--- src/rtl/ambient_pkg.sv ---
// Shared types and default widths for the ambient stimulus player.
package ambient_pkg;

    localparam int unsigned TEMP_W_DEF = 6;
    localparam int unsigned HUM_W_DEF  = 7;
    localparam int unsigned LUM_W_DEF  = 10;
    localparam int unsigned DEPTH_DEF  = 8;
    localparam int unsigned GAP_W_DEF  = 8;

    typedef enum logic [1:0] {
        IDLE    = 2'd0,
        PRESENT = 2'd1,
        GAP     = 2'd2
    } state_t;

endpackage

--- src/rtl/sample_table.sv ---
// Sample storage: one synchronous write port, one asynchronous read port.
module sample_table #(
    parameter  int unsigned W     = 23,
    parameter  int unsigned DEPTH = 8,
    localparam int unsigned IDX_W = $clog2(DEPTH)
) (
    input  logic             clk_i,
    input  logic             wr_en_i,
    input  logic [IDX_W-1:0] wr_addr_i,
    input  logic [W-1:0]     wr_data_i,
    input  logic [IDX_W-1:0] rd_addr_i,
    output logic [W-1:0]     rd_data_o
);

    logic [W-1:0] r_mem [DEPTH];

    // Table write; contents intentionally carry no reset.
    always_ff @(posedge clk_i) begin
        if (wr_en_i) begin
            r_mem[wr_addr_i] <= wr_data_i;
        end
    end

    assign rd_data_o = r_mem[rd_addr_i];

endmodule

--- src/rtl/ambient_stimulus_player.sv ---
// Replays stored ambient samples over valid/ready with a programmable idle gap.
module ambient_stimulus_player
    import ambient_pkg::*;
#(
    parameter  int unsigned TEMP_W = TEMP_W_DEF,
    parameter  int unsigned HUM_W  = HUM_W_DEF,
    parameter  int unsigned LUM_W  = LUM_W_DEF,
    parameter  int unsigned DEPTH  = DEPTH_DEF,
    parameter  int unsigned GAP_W  = GAP_W_DEF,
    localparam int unsigned CNT_W  = $clog2(DEPTH + 1),
    localparam int unsigned IDX_W  = $clog2(DEPTH),
    localparam int unsigned SMP_W  = TEMP_W + HUM_W + LUM_W
) (
    input  logic              clk_i,
    input  logic              reset_n,
    input  logic              enable_i,
    input  logic              loop_i,
    input  logic [GAP_W-1:0]  gap_i,
    input  logic [CNT_W-1:0]  count_i,
    input  logic              wr_en_i,
    input  logic [IDX_W-1:0]  wr_addr_i,
    input  logic [TEMP_W-1:0] wr_temp_i,
    input  logic [HUM_W-1:0]  wr_hum_i,
    input  logic [LUM_W-1:0]  wr_lum_i,
    input  logic              ready_i,
    output logic              valid_o,
    output logic [TEMP_W-1:0] temperature_o,
    output logic [HUM_W-1:0]  humidity_o,
    output logic [LUM_W-1:0]  luminous_intensity_o,
    output logic [IDX_W-1:0]  sample_idx_o,
    output logic              busy_o,
    output logic              done_o
);

    state_t             r_state;
    state_t             w_state_nxt;
    logic               r_loop;
    logic [GAP_W-1:0]   r_gap;
    logic [CNT_W-1:0]   r_count;
    logic [IDX_W-1:0]   r_idx;
    logic [GAP_W-1:0]   r_gap_cnt;
    logic               r_valid;
    logic [TEMP_W-1:0]  r_temp;
    logic [HUM_W-1:0]   r_hum;
    logic [LUM_W-1:0]   r_lum;
    logic               r_busy;
    logic               r_done;

    logic [CNT_W-1:0]   w_eff_count;
    logic               w_start;
    logic               w_xfer;
    logic               w_last;
    logic [IDX_W-1:0]   w_adv_idx;
    logic               w_gap_end;
    logic [IDX_W-1:0]   w_rd_idx;
    logic [SMP_W-1:0]   w_rd_data;
    logic [TEMP_W-1:0]  w_rd_temp;
    logic [HUM_W-1:0]   w_rd_hum;
    logic [LUM_W-1:0]   w_rd_lum;
    logic               w_load;
    logic               w_cfg_load;
    logic [IDX_W-1:0]   w_idx_nxt;
    logic [GAP_W-1:0]   w_gap_cnt_nxt;
    logic               w_valid_nxt;
    logic               w_busy_nxt;
    logic               w_done_nxt;

    assign w_eff_count = (count_i > CNT_W'(DEPTH)) ? CNT_W'(DEPTH) : count_i;
    assign w_start     = enable_i && (w_eff_count != '0);
    assign w_xfer      = r_valid && ready_i;
    assign w_last      = (r_idx == IDX_W'(r_count - CNT_W'(1)));
    assign w_adv_idx   = w_last ? '0 : r_idx + IDX_W'(1);
    assign w_gap_end   = (r_gap_cnt == GAP_W'(1));

    // Writes are only taken while idle so a running replay never sees them.
    sample_table #(
        .W     (SMP_W),
        .DEPTH (DEPTH)
    ) u_table (
        .clk_i     (clk_i),
        .wr_en_i   (wr_en_i && !r_busy),
        .wr_addr_i (wr_addr_i),
        .wr_data_i ({wr_temp_i, wr_hum_i, wr_lum_i}),
        .rd_addr_i (w_rd_idx),
        .rd_data_o (w_rd_data)
    );

    assign {w_rd_temp, w_rd_hum, w_rd_lum} = w_rd_data;

    // State register.
    always_ff @(posedge clk_i) begin
        if (reset_n) begin
            r_state <= IDLE;
        end else begin
            r_state <= w_state_nxt;
        end
    end

    // Next-state: a presented sample is never withdrawn before its transfer.
    always_comb begin
        w_state_nxt = r_state;
        case (r_state)
            IDLE: begin
                if (w_start) begin
                    w_state_nxt = PRESENT;
                end
            end
            PRESENT: begin
                if (w_xfer) begin
                    if ((w_last && !r_loop) || !enable_i) begin
                        w_state_nxt = IDLE;
                    end else if (r_gap == '0) begin
                        w_state_nxt = PRESENT;
                    end else begin
                        w_state_nxt = GAP;
                    end
                end
            end
            GAP: begin
                if (!enable_i) begin
                    w_state_nxt = IDLE;
                end else if (w_gap_end) begin
                    w_state_nxt = PRESENT;
                end
            end
            default: w_state_nxt = IDLE;
        endcase
    end

    // Output/datapath next values; index advances at transfer so GAP already points at the next entry.
    always_comb begin
        w_rd_idx      = r_idx;
        w_load        = 1'b0;
        w_cfg_load    = 1'b0;
        w_idx_nxt     = r_idx;
        w_gap_cnt_nxt = r_gap_cnt;
        w_done_nxt    = 1'b0;
        w_valid_nxt   = (w_state_nxt == PRESENT);
        w_busy_nxt    = (w_state_nxt != IDLE);
        case (r_state)
            IDLE: begin
                if (w_start) begin
                    w_cfg_load = 1'b1;
                    w_rd_idx   = '0;
                    w_idx_nxt  = '0;
                    w_load     = 1'b1;
                end
            end
            PRESENT: begin
                if (w_xfer) begin
                    w_rd_idx      = w_adv_idx;
                    w_idx_nxt     = w_adv_idx;
                    w_gap_cnt_nxt = r_gap;
                    w_load        = (w_state_nxt == PRESENT);
                    w_done_nxt    = w_last && !r_loop;
                end
            end
            GAP: begin
                w_gap_cnt_nxt = r_gap_cnt - GAP_W'(1);
                w_load        = (w_state_nxt == PRESENT);
            end
            default: ;
        endcase
    end

    // Registered outputs and run configuration.
    always_ff @(posedge clk_i) begin
        if (reset_n) begin
            r_loop    <= 1'b0;
            r_gap     <= '0;
            r_count   <= '0;
            r_idx     <= '0;
            r_gap_cnt <= '0;
            r_valid   <= 1'b0;
            r_temp    <= '0;
            r_hum     <= '0;
            r_lum     <= '0;
            r_busy    <= 1'b0;
            r_done    <= 1'b0;
        end else begin
            if (w_cfg_load) begin
                r_loop  <= loop_i;
                r_gap   <= gap_i;
                r_count <= w_eff_count;
            end
            if (w_load) begin
                r_temp <= w_rd_temp;
                r_hum  <= w_rd_hum;
                r_lum  <= w_rd_lum;
            end
            r_idx     <= w_idx_nxt;
            r_gap_cnt <= w_gap_cnt_nxt;
            r_valid   <= w_valid_nxt;
            r_busy    <= w_busy_nxt;
            r_done    <= w_done_nxt;
        end
    end

    assign valid_o              = r_valid;
    assign temperature_o        = r_temp;
    assign humidity_o           = r_hum;
    assign luminous_intensity_o = r_lum;
    assign sample_idx_o         = r_idx;
    assign busy_o               = r_busy;
    assign done_o               = r_done;

endmodule

--- config.mk ---
export PLATFORM = sky130hd
export DESIGN_NAME = ambient_stimulus_player
export DESIGN_NICKNAME = d
export VERILOG_FILES = /design/src/rtl/ambient_pkg.sv /design/src/rtl/sample_table.sv /design/src/rtl/ambient_stimulus_player.sv
export SDC_FILE = /design/constraint.sdc
export NUM_CORES = 1
export LEC_CHECK = 0
export ABC_AREA = 1
export BUFFER_PORTS_ARGS = -buffer_cell sky130_fd_sc_hd__buf_2
export CORE_MARGIN = 2
export CORE_UTILIZATION = 45
export DETAILED_ROUTE_END_ITERATION = 6
export GPL_ROUTABILITY_DRIVEN = 0
export HOLD_SLACK_MARGIN = 0.08
export PLACE_DENSITY_LB_ADDON = 0.1
export SLEW_MARGIN = 15
export SYNTH_ARGS = -nofsm -noshare
export SYNTH_HDL_FRONTEND = slang
export SYNTH_HIERARCHICAL = 1
export SYNTH_SLANG_ARGS = --single-unit
--- constraint.sdc ---
create_clock -name clk_i -period 3.1 [get_ports clk_i]
set_clock_uncertainty 0.05 [all_clocks]
set_input_delay 0.155 -clock clk_i [delete_from_list [all_inputs] [get_ports clk_i]]
set_output_delay 0.155 -clock clk_i [all_outputs]
set_load 0.02 [all_outputs]
==> run_results.csv, run 1 <==
group,metric,value,unit
worst_setup_path,start_kind,"register",
hold_path,worstHoldPathType,"input port to register",
drt,route.detailed.drc,0,
synth,synth_warnings,6,
cts,clock_sinks,235,
synth,synth_cell_type_count,33,
drt,viasPerCell,4.73,
synth,synth_fp_nets,1217,
global_routing,antenna_found_initial,0,
cts,post_cts_resized,0,
final_layout,nets,1329,
sta,slew_violations,0,
worst_setup_path,worstPathMaxFanout,21,
cts,htree_levels,1,
synth,yosysMostFrequentCell,"nand2_1",
cts,numCtsBuffers,26,
sta,tightest_slew,0.779,ns
pwr,ir_drop,0.000403,V
worst_setup_path,cp_slowest_cell,"inv_2",
global_routing,grt_pass1_wl,39.4,mm
sta,final.setup.worst_slack,0.461,ns
floorplanning,ios,73,
worst_setup_path,worstSetupPathType,"register to register",
synth,avgSynthCellArea,9.08,µm²
place,dp.final_hpwl,13.8,mm
drt,first_iter_violations,400,
place,portBuffers,72,
cts,cts.path.max_buffers,3,
cts,post_cts_buffers,0,
pwr,leakagePower,5.76,nW
final_layout,area_delta_synth_final,17.5,%
synth,seq_area_frac_synth,61.6,%
status,outcome,"complete, no violations",
run,maxCapViolCount,0,
synth,synth-main-ff-cell,"edfxtp_1",
sta,max_freq,379,MHz
worst_setup_path,max_stage_delay,0.45,ns
floorplanning,dieArea,24800,µm²
sta,setup_violations,0,
synth,async_reset_ff_share,0,%
final_layout,drive_gt1_share,12.1,%
global_routing,grt_usage,20.7,%
synth,synthTopCellsByCount,"nand2_1, inv_1, edfxtp_1",
global_routing,grt_overflow_total,0,
worst_setup_path,path_cells,"inv_1 > ha_1 > inv_1 > nand2_1 > nand2_1 > nor2_1 > nand2_1 > nand2_1 > o22ai_4 > inv_2 > buf_4 > nand3_1 > nand2_1 > nand2_1 > nand2_1 > inv_1 > nand3_1 > nand2_1 > nor2_1",
cts,clkLatencyLatePin,0.54,ns
floorplanning,initial_utilization,45.5,%
final_layout,antenna_cells,0,
drt,totalWireLength,24.9,mm
worst_setup_path,crit_path_frequent_cell,"nand2_1",
sta,rsz0062_at_grt,"no",
synth,synth-edff-count,184,
global_routing,grt_pass1_vias,7258,
floorplanning,die_x,158,µm
drt,ant_nets,0,
cts,root_buffer,"clkbuf_16",
floorplanning,die_y,158,µm
drt,drtPass1Iterations,5,
synth,synth_area_leaders,"edfxtp_1, nand2_1, dfxtp_1",
pwr,powerDensity,567,nW/µm²
floorplanning,rows,56,
worst_setup_path,worstPathArrival,3.05,ns
worst_setup_path,worstPathRequired,3.51,ns
synth,synthesis.area,10600,µm²
cts,cts_tree,"done",
final_layout,utilization,53.5,%
drt,vias,7665,
cts,clkTransAtPathRegs,0.06,ns
sta,min_period_over_period,85.1,%
sta,tns,0,ns
worst_setup_path,crit_path_end_kind,"register",
synth,syn_inst,1169,
synth,ys_ff_latch,235,
global_routing,grt_max_degree,93,
floorplanning,fp.coreArea,23300,µm²
synth,synth.top_cell.area_share,52.0,%
sta,period_minus_slack,2.64,ns
pwr,finalPower,0.00707,W
synth,synth.largest_area_cell,"edfxtp_1",
drt,wl_per_cell,15.3,µm
place,dp_worst_setup_slack,0.457,ns
sta,slew_headroom,48.0,%
sta,hold_viol_final,0,
-- final timing paths --
| check | start | endpoint | slack, ns | cells past startpoint |
|---|---|---|---|---|
| setup reg to reg | r_count[0] | luminous_intensity_o[0] | 0.46 | 19 |
| setup / recovery | r_count[0] | luminous_intensity_o[0] | 0.46 | 19 |
| hold reg to reg | r_count[1] | r_count[1] | 0.41 | 2 |
| hold / removal | wr_addr_i[1] | u_table/r_mem[0][0] | 0.12 | 4 |
-- placed cells by master, fill, tap and decap left out, drive strengths merged, types with 2 or more instances in the layout --
| cell | netlist | layout |
|---|---|---|
| nand2 | 371 | 371 |
| buf | 38 | 94 |
| edfxtp | 184 | 184 |
| inv | 249 | 249 |
| nor3 | 2 | 2 |
| ha | 4 | 4 |
| dlygate4sd3 | 0 | 39 |
| o21ai | 15 | 15 |
| clkinv | 0 | 10 |
| a31oi | 3 | 3 |
| nor2 | 50 | 50 |
| or2 | 2 | 2 |
| nand3 | 134 | 134 |
| dfxtp | 51 | 51 |
| a21oi | 44 | 44 |
| clkbuf | 11 | 37 |
| o22ai | 3 | 3 |
-- routing by layer --
layer  part of all wire [%]  track usage, %  vias to the layer above
li1                       -               -                     3878
met1                     47            28.4                     3568
met2                     46            34.9                      178
met3                    4.8            2.93                       41
met4                    2.1            5.06                        0
met5                      0               0                        -
-- critical path, delay by kind of cell (launching register included) --
kind	cells	cell delay, ns
compound gates	1	0.07
simple gates	12	0.96
fa+ha+maj	1	0.29
buf+inv	5	0.88
flops	1	0.32
-- cell families (layout without fill, tap and decap cells) --
group	after synthesis	count (layout)	share of synthesized area, %
simple gates	561	561	21.9
flops	235	235	61.6
xor+xnor	1	1	0.0825
buf+inv	298	430	12.4
fa+ha+maj	4	4	0.471
compound gates	70	70	3.51
-- repair_timing --
action / in CTS / in global routing
hold buffers: 39 / 0
setup endpoints to repair: 0 / 0
endpoints found under the hold margin: 206 / 0
-- registers in the layout, summed over array words and instances, names as in the netlist --
register              cells
busy_o                    1
done_o                    1
humidity_o                7
luminous_intensity_o     10
r_count                   3
r_gap                     8
r_gap_cnt                 8
r_loop                    1
r_state                   2
sample_idx_o              3
temperature_o             6
u_table/r_mem           184
valid_o                   1
-- per-stage QoR --
step | cells | hold slack [ns] | instance area, µm²
after detailed placement | 1533 | 0.387 | 11300
after CTS | 1620 | 0.0844 | 12500
final | 1620 | 0.117 | 12500
after global routing | 1620 | 0.102 | 12500
after floorplan | 1169 | 0.182 | 10600
after global placement | 1533 | 0.383 | 11300
-- final cells by class --
cell class                 instances  area, µm²
fill                            2164      10900
timing repair buffer             133        978
tap                              319        399
sequential                       235       6550
clock buffer                      37        742
clock inverter                    11       85.1
multi-input combinational        636       2800
inverter                         249        935
-- report_power, final --
part	switching (W)	internal, W	leakage, nW
clock network	0.00121	0.00174	0.408
registers	0.0000433	0.00350	2.09
logic	0.000386	0.000193	3.26
Power figures use the tool's default switching activity.
==> run 2, diff against run 1 <==
--- a/config.mk
+++ b/config.mk
@@ -5,10 +5,9 @@
 export SDC_FILE = /design/constraint.sdc
 export NUM_CORES = 1
 export LEC_CHECK = 0
-export ABC_AREA = 1
 export BUFFER_PORTS_ARGS = -buffer_cell sky130_fd_sc_hd__buf_2
 export CORE_MARGIN = 2
-export CORE_UTILIZATION = 45
+export CORE_UTILIZATION = 50
 export DETAILED_ROUTE_END_ITERATION = 6
 export GPL_ROUTABILITY_DRIVEN = 0
 export HOLD_SLACK_MARGIN = 0.08
==> run 2 against run 1 <==
Against the previous run:
- first-iteration DRC count shrank 38%
- worst hold slack gained 0.025 ns
- critical endpoint is now temperature_o[4]
- non-clock buffer count shrank 7
- critical path depth shrank 10
==> run_results.csv, run 2 <==
group,metric,value,unit
worst_setup_path,worstSetupPathType,"register to register",
sta,min_period_over_period,92.5,%
cts,clkTransAtPathRegs,0.06,ns
worst_setup_path,worstPathArrival,3.22,ns
pwr,leakagePower,4.04,nW
synth,synthesis.area,9580,µm²
final_layout,nets,708,
status,outcome,"complete, no violations",
floorplanning,rows,50,
final_layout,largest_reg_flops,184,
synth,synth-edff-count,184,
cts,post_cts_resized,0,
final_layout,drive_gt1_share,27.0,%
worst_setup_path,cp_slowest_cell,"mux4_1",
worst_setup_path,cp_num_buf_inv,1,
final_layout,area_delta_synth_final,20.2,%
drt,first_iter_violations,249,
cts,post_cts_buffers,0,
synth,synthTopCellsByCount,"edfxtp_1, nand2b_1, dfxtp_1",
global_routing,grt_usage,18.4,%
pwr,powerDensity,626,nW/µm²
drt,viasPerCell,5.49,
global_routing,antenna_found_initial,0,
final_layout,regMostFlops,"u_table/r_mem",
global_routing,grt_pass1_vias,5077,
synth,yosysMostFrequentCell,"edfxtp_1",
global_routing,grt_pass1_wl,28.2,mm
sta,setup_violations,0,
final_layout,layout_common_cells,"edfxtp_1, buf_2, nand2b_1, dfxtp_1",
cts,htree_levels,1,
worst_setup_path,reg2reg_depth,9,
worst_setup_path,worstPathRequired,3.46,ns
cts,clkLatencyLatePin,0.53,ns
worst_setup_path,worstPathMaxFanout,27,
sta,max_freq,349,MHz
sta,slew_violations,0,
worst_setup_path,cp.depth,9,
final_layout,antenna_cells,0,
synth,syn_inst,535,
hold_path,hold_end,"r_state[0]",
floorplanning,dieArea,20300,µm²
floorplanning,fp.coreArea,18800,µm²
global_routing,grt_max_degree,47,
worst_setup_path,r2r-end,"temperature_o[4]",
worst_setup_path,crit_path_frequent_cell,"mux2_2",
sta,tightest_slew,0.695,ns
place,dp.final_hpwl,10.2,mm
hold_path,min_path_cells,5,
worst_setup_path,path_cells,"xnor3_1 > nand3_1 > and2_1 > mux2_2 > buf_12 > mux4_1 > mux2_2 > nand2b_1 > mux2i_1",
sta,period_minus_slack,2.87,ns
drt,route.detailed.drc,0,
synth,ys_ff_latch,235,
sta,rsz0062_at_grt,"no",
synth,synth_fp_nets,583,
pwr,ir_drop,0.000632,V
drt,totalWireLength,18.4,mm
synth,synth_warnings,6,
worst_setup_path,crit_path_end_kind,"register",
synth,synth.largest_area_cell,"edfxtp_1",
drt,vias,5015,
place,portBuffers,72,
cts,clock_sinks,235,
floorplanning,ios,73,
synth,synth_cell_type_count,48,
pwr,finalPower,0.00721,W
hold_path,hold_start,"ready_i",
synth,synth_area_leaders,"edfxtp_1, dfxtp_1, mux4_1",
cts,root_buffer,"clkbuf_16",
sta,tns,0,ns
floorplanning,die_x,142,µm
global_routing,grt_overflow_total,0,
sta,slew_headroom,53.7,%
synth,synth.top_cell.area_share,57.7,%
synth,synth-main-ff-cell,"edfxtp_1",
worst_setup_path,reg2reg_from,"sample_idx_o[2]",
floorplanning,die_y,142,µm
drt,wl_per_cell,20.2,µm
cts,cts_hold_buf,37,
floorplanning,initial_utilization,51.1,%
worst_setup_path,max_stage_delay,0.58,ns
synth,avgSynthCellArea,17.9,µm²
synth,seq_area_frac_synth,68.3,%
final_layout,final_common_cell,"edfxtp_1",
cts,cts_tree,"done",
drt,ant_nets,0,
synth,async_reset_ff_share,0,%
sta,hold_viol_final,0,
cts,cts.path.max_buffers,3,
drt,drtPass1Iterations,4,
hold_path,worstHoldPathType,"input port to register",
worst_setup_path,start_kind,"register",
cts,numCtsBuffers,25,
worst_setup_path,critical-path-top-delay-family,"multiplexers",
run,maxCapViolCount,0,
worst_setup_path,r2r_slack,0.23,ns
[run 2: cell count changes in the layout (fill, tap and decap cells not counted), sizes merged, moves of 10 or more]
cell    change
inv       -243
nand2     -365
o21ai      -13
mux4       +46
mux2i      +33
nor2       -18
nand2b     +52
a21oi      -29
clkbuf     -10
nand3     -130
mux2       +24
[run 2: worst max path at each step]
stage	endpoint	from	slack (ns)
floorplan	u_table/r_mem[0][0]	busy_o	0.38
global placement	humidity_o[4]	sample_idx_o[2]	0.29
detailed placement	humidity_o[4]	sample_idx_o[2]	0.20
CTS	humidity_o[4]	sample_idx_o[2]	0.21
global route	humidity_o[4]	r_count[0]	0.05
finish	temperature_o[4]	sample_idx_o[2]	0.23
[run 2: layout make-up]
type	instances	area [µm²]
inverter	5	18.8
tap	234	293
clock buffer	27	633
fill	1386	7250
sequential	235	6550
clock inverter	19	280
timing repair buffer	126	896
multi-input combinational	267	2850
[run 2: per-layer routing]
layer | part of all wire, % | up-vias | GRT usage, %
met4 | 2.4 | 0 | 5.26
met3 | 3.2 | 29 | 2.83
met2 | 51 | 85 | 32.6
li1 | - | 2369 | -
met5 | 0 | - | 0
met1 | 43 | 2532 | 23.7
[run 2: worst min-delay path, cell delays in order]
cell and delay (ns):
buf_2 0.10, nand2_1 0.05, o2bb2ai_1 0.12, a211oi_2 0.07, a211oi_1 0.15
[run 2: logic make-up after synthesis]
kind of cell               count (synthesis)  share of synthesized area [%]
buffers and inverters                     33                           2.31
xor gates and xnor gates                   3                          0.418
DFF                                      235                           68.3
muxes                                    103                           18.5
and+or+nand+nor                          123                           7.43
adders and majority gates                  4                          0.522
AOI/OAI and AO/OA                         34                           2.47
[run 2: per-stage QoR]
| step | setup slack, ns | hold slack (ns) | instances | area, µm² | util [%] |
|---|---|---|---|---|---|
| floorplan | 0.383 | 0.204 | 535 | 9580 | - |
| global placement | 0.289 | 0.331 | 830 | 10200 | 54.5 |
| detailed placement | 0.199 | 0.343 | 830 | 10200 | 54.5 |
| CTS | 0.205 | 0.134 | 913 | 11500 | 61.4 |
| global route | 0.0545 | 0.171 | 913 | 11500 | 61.4 |
| finish | 0.232 | 0.142 | 913 | 11500 | 61.4 |
[run 2: report_power, final]
group | internal, W | switching, W | total, W
Combinational | 0.000212 | 0.000255 | 0.000466
Sequential | 0.00349 | 0.0000365 | 0.00352
Clock | 0.00200 | 0.00122 | 0.00322
==> run 3, diff against run 2 <==
--- a/config.mk
+++ b/config.mk
@@ -11,7 +11,8 @@
 export DETAILED_ROUTE_END_ITERATION = 6
 export GPL_ROUTABILITY_DRIVEN = 0
 export HOLD_SLACK_MARGIN = 0.08
-export PLACE_DENSITY_LB_ADDON = 0.1
+export PLACE_DENSITY = 0.7
+export RECOVER_POWER = 50
 export SLEW_MARGIN = 15
 export SYNTH_ARGS = -nofsm -noshare
 export SYNTH_HDL_FRONTEND = slang
==> run 3 against run 2 <==
Against the previous run:
- the run now ends with capacitance limit, slew limit left
- worst hold slack better by 0.015 ns
- die area unchanged
- register-to-register slack worse by 0.03 ns
- largest power group unchanged
- count of clock-buffer cells in the layout up 9
- critical path depth up 2
- clock power down 9.0%
- total power down 4.1%
- non-clock buffer count unchanged
==> run_results.csv, run 3 (same netlist as run 2, synthesis figures left out) <==
group,metric,value,unit
drt,drtPass1Iterations,4,
cts,numCtsBuffers,25,
worst_setup_path,reg2reg_depth,11,
final_layout,drive_gt1_share,18.4,%
status,violations,"capacitance limit, slew limit",
drt,wl_per_cell,20.2,µm
drt,viasPerCell,5.59,
cts,clock_sinks,235,
worst_setup_path,start_kind,"register",
floorplanning,dieArea,20300,µm²
status,outcome,"finished, violations left",
final_layout,multiInputGateArea,2850,µm²
cts,cts_tree,"done",
global_routing,antenna_found_initial,0,
worst_setup_path,max_stage_delay,0.59,ns
drt,totalWireLength,18.5,mm
worst_setup_path,r2r-end,"luminous_intensity_o[4]",
worst_setup_path,cp-startpoint,"r_count[0]",
place,portBuffers,72,
cts,post_cts_resized,0,
final_layout,antenna_cells,0,
sta,tightest_slew,1.74,ns
pwr,power_frac_comb,6.6,%
cts,htree_levels,1,
worst_setup_path,worstSetupPathType,"register to register",
global_routing,grt_pass1_vias,5342,
drt,ant_nets,0,
worst_setup_path,worstPathArrival,3.23,ns
pwr,intPower,0.00545,W
final_layout,final_common_cell,"edfxtp_1",
pwr,p_seq_share,51.0,%
floorplanning,die_y,142,µm
final_layout,utilization,60.6,%
pwr,ir_drop,0.000510,V
worst_setup_path,endpoint,"luminous_intensity_o[4]",
worst_setup_path,cp_slowest_cell,"mux4_1",
final_layout,final.fill_count,1385,
run,maxCapViolCount,1,
final_layout,layout_common_cells,"edfxtp_1, clkbuf_1, nand2b_1, dfxtp_1",
floorplanning,die_x,142,µm
sta,period_minus_slack,2.90,ns
floorplanning,ios,73,
global_routing,grt_usage,18.5,%
global_routing,grt_max_degree,50,
pwr,pwr-share-clk,42.4,%
pwr,leakagePower,3.83,nW
pwr,power_switching,0.00146,W
final_layout,nets,708,
final_layout,largest_reg_flops,184,
sta,min_period_over_period,93.4,%
pwr,p_sw_share,21.2,%
worst_setup_path,worstPathRequired,3.43,ns
worst_setup_path,crit_path_end_kind,"register",
worst_setup_path,crit_path_frequent_cell,"mux2_2",
drt,first_iter_violations,293,
global_routing,grt_overflow_total,0,
cts,root_buffer,"clkbuf_16",
cts,cts.path.max_buffers,3,
cts,post_cts_buffers,0,
sta,setup_violations,0,
drt,vias,5106,
place,dp.final_hpwl,10.4,mm
sta,slew_violations,24,
worst_setup_path,worstPathMaxFanout,30,
final_layout,regArea,6550,µm²
sta,rsz0062_at_grt,"no",
worst_setup_path,path_cells,"inv_1 > ha_1 > xor2_1 > nand3_1 > and2_1 > mux2_2 > buf_12 > mux4_1 > mux2_2 > nand2b_1 > mux2i_1",
floorplanning,fp.coreArea,18800,µm²
cts,clkTransAtPathRegs,0.06,ns
drt,route.detailed.drc,0,
floorplanning,rows,50,
final_layout,regMostFlops,"u_table/r_mem",
floorplanning,initial_utilization,51.1,%
worst_setup_path,reg2reg_from,"r_count[0]",
sta,hold_viol_final,0,
global_routing,grt_pass1_wl,28.5,mm
worst_setup_path,r2r_slack,0.20,ns
sta,tns,0,ns
hold_path,worstHoldPathType,"input port to register",
sta,max_freq,345,MHz
pwr,powerDensity,608,nW/µm²
sta,slew_headroom,-15.9,%
final_layout,area_delta_synth_final,18.8,%
cts,clkLatencyLatePin,0.52,ns
## run 3: changes by cell type in the layout (fill, tap and decap cells not counted), moves of 2 or more
cell,change
buf_4,-2
bufinv_16,-4
clkbuf_1,+58
clkinvlp_4,-2
clkinv_4,-2
clkbuf_8,+4
buf_2,-52
## run 3: metrics by stage
| step | hold slack [ns] | cell area (µm²) | total power (W) | worst slack [ns] | instances |
|---|---|---|---|---|---|
| after floorplan | 0.204 | 9580 | 0.00388 | 0.383 | 535 |
| after global placement | 0.342 | 10200 | 0.00401 | 0.299 | 830 |
| after detailed placement | 0.350 | 10200 | 0.00403 | 0.210 | 830 |
| after CTS | 0.136 | 11400 | 0.00699 | 0.173 | 913 |
| after global routing | 0.181 | 11400 | 0.00716 | 0.0171 | 913 |
| final | 0.157 | 11400 | 0.00692 | 0.205 | 913 |
## run 3: what timing repair did
action / 4_1_cts / 5_1_grt
endpoints found under the hold margin: 197 / 0
hold buffers: 37 / 0
setup endpoints to repair: 0 / 0
## run 3: worst min-delay path by stage
stage / endpoint / depth (start not counted) / startpoint / slack (ns)
final: valid_o / 5 / ready_i / 0.16
after global routing: r_state[0] / 5 / ready_i / 0.18
after CTS: valid_o / 5 / ready_i / 0.14
after detailed placement: r_gap[7] / 3 / gap_i[7] / 0.35
after global placement: r_gap[1] / 3 / gap_i[1] / 0.34
after floorplan: u_table/r_mem[0][0] / 0 / wr_lum_i[0] / 0.20
## run 3: per-layer routing
metal	vias to the layer above	part of all wire (%)	global-route usage (%)
met5	-	0	0
met4	0	1.2	4.06
met3	22	4.2	3.23
met2	123	51	33.0
met1	2585	44	23.8
li1	2376	-	-
## run 3: layout make-up
| class | count | share of cell area, % |
|---|---|---|
| multi-input cells | 267 | 25.1 |
| flip-flops and latches | 235 | 57.5 |
| clock inverters | 10 | 1.08 |
| well taps | 234 | 2.57 |
| inverters | 5 | 0.165 |
| clock buffers | 36 | 6.21 |
| repair buffers | 126 | 7.38 |
## run 3: worst max-delay path, delay by kind of cell (launching register included)
kind                     cells  cell delay, ns
multiplexers                 4            1.17
AND/OR/NAND/NOR              3            0.40
flip-flops                   1            0.36
buffers and inverters        2            0.31
adder cells (fa/ha/maj)      1            0.30
XOR/XNOR                     1            0.15
## run 3: power groups by stage
stage	Combinational [W]	Clock, W	Sequential (W)
floorplan	0.000260	0	0.00362
CTS	0.000472	0.00299	0.00353
global placement	0.000421	0	0.00359
detailed placement	0.000433	0	0.00359
finish	0.000455	0.00293	0.00353
global route	0.000496	0.00313	0.00353
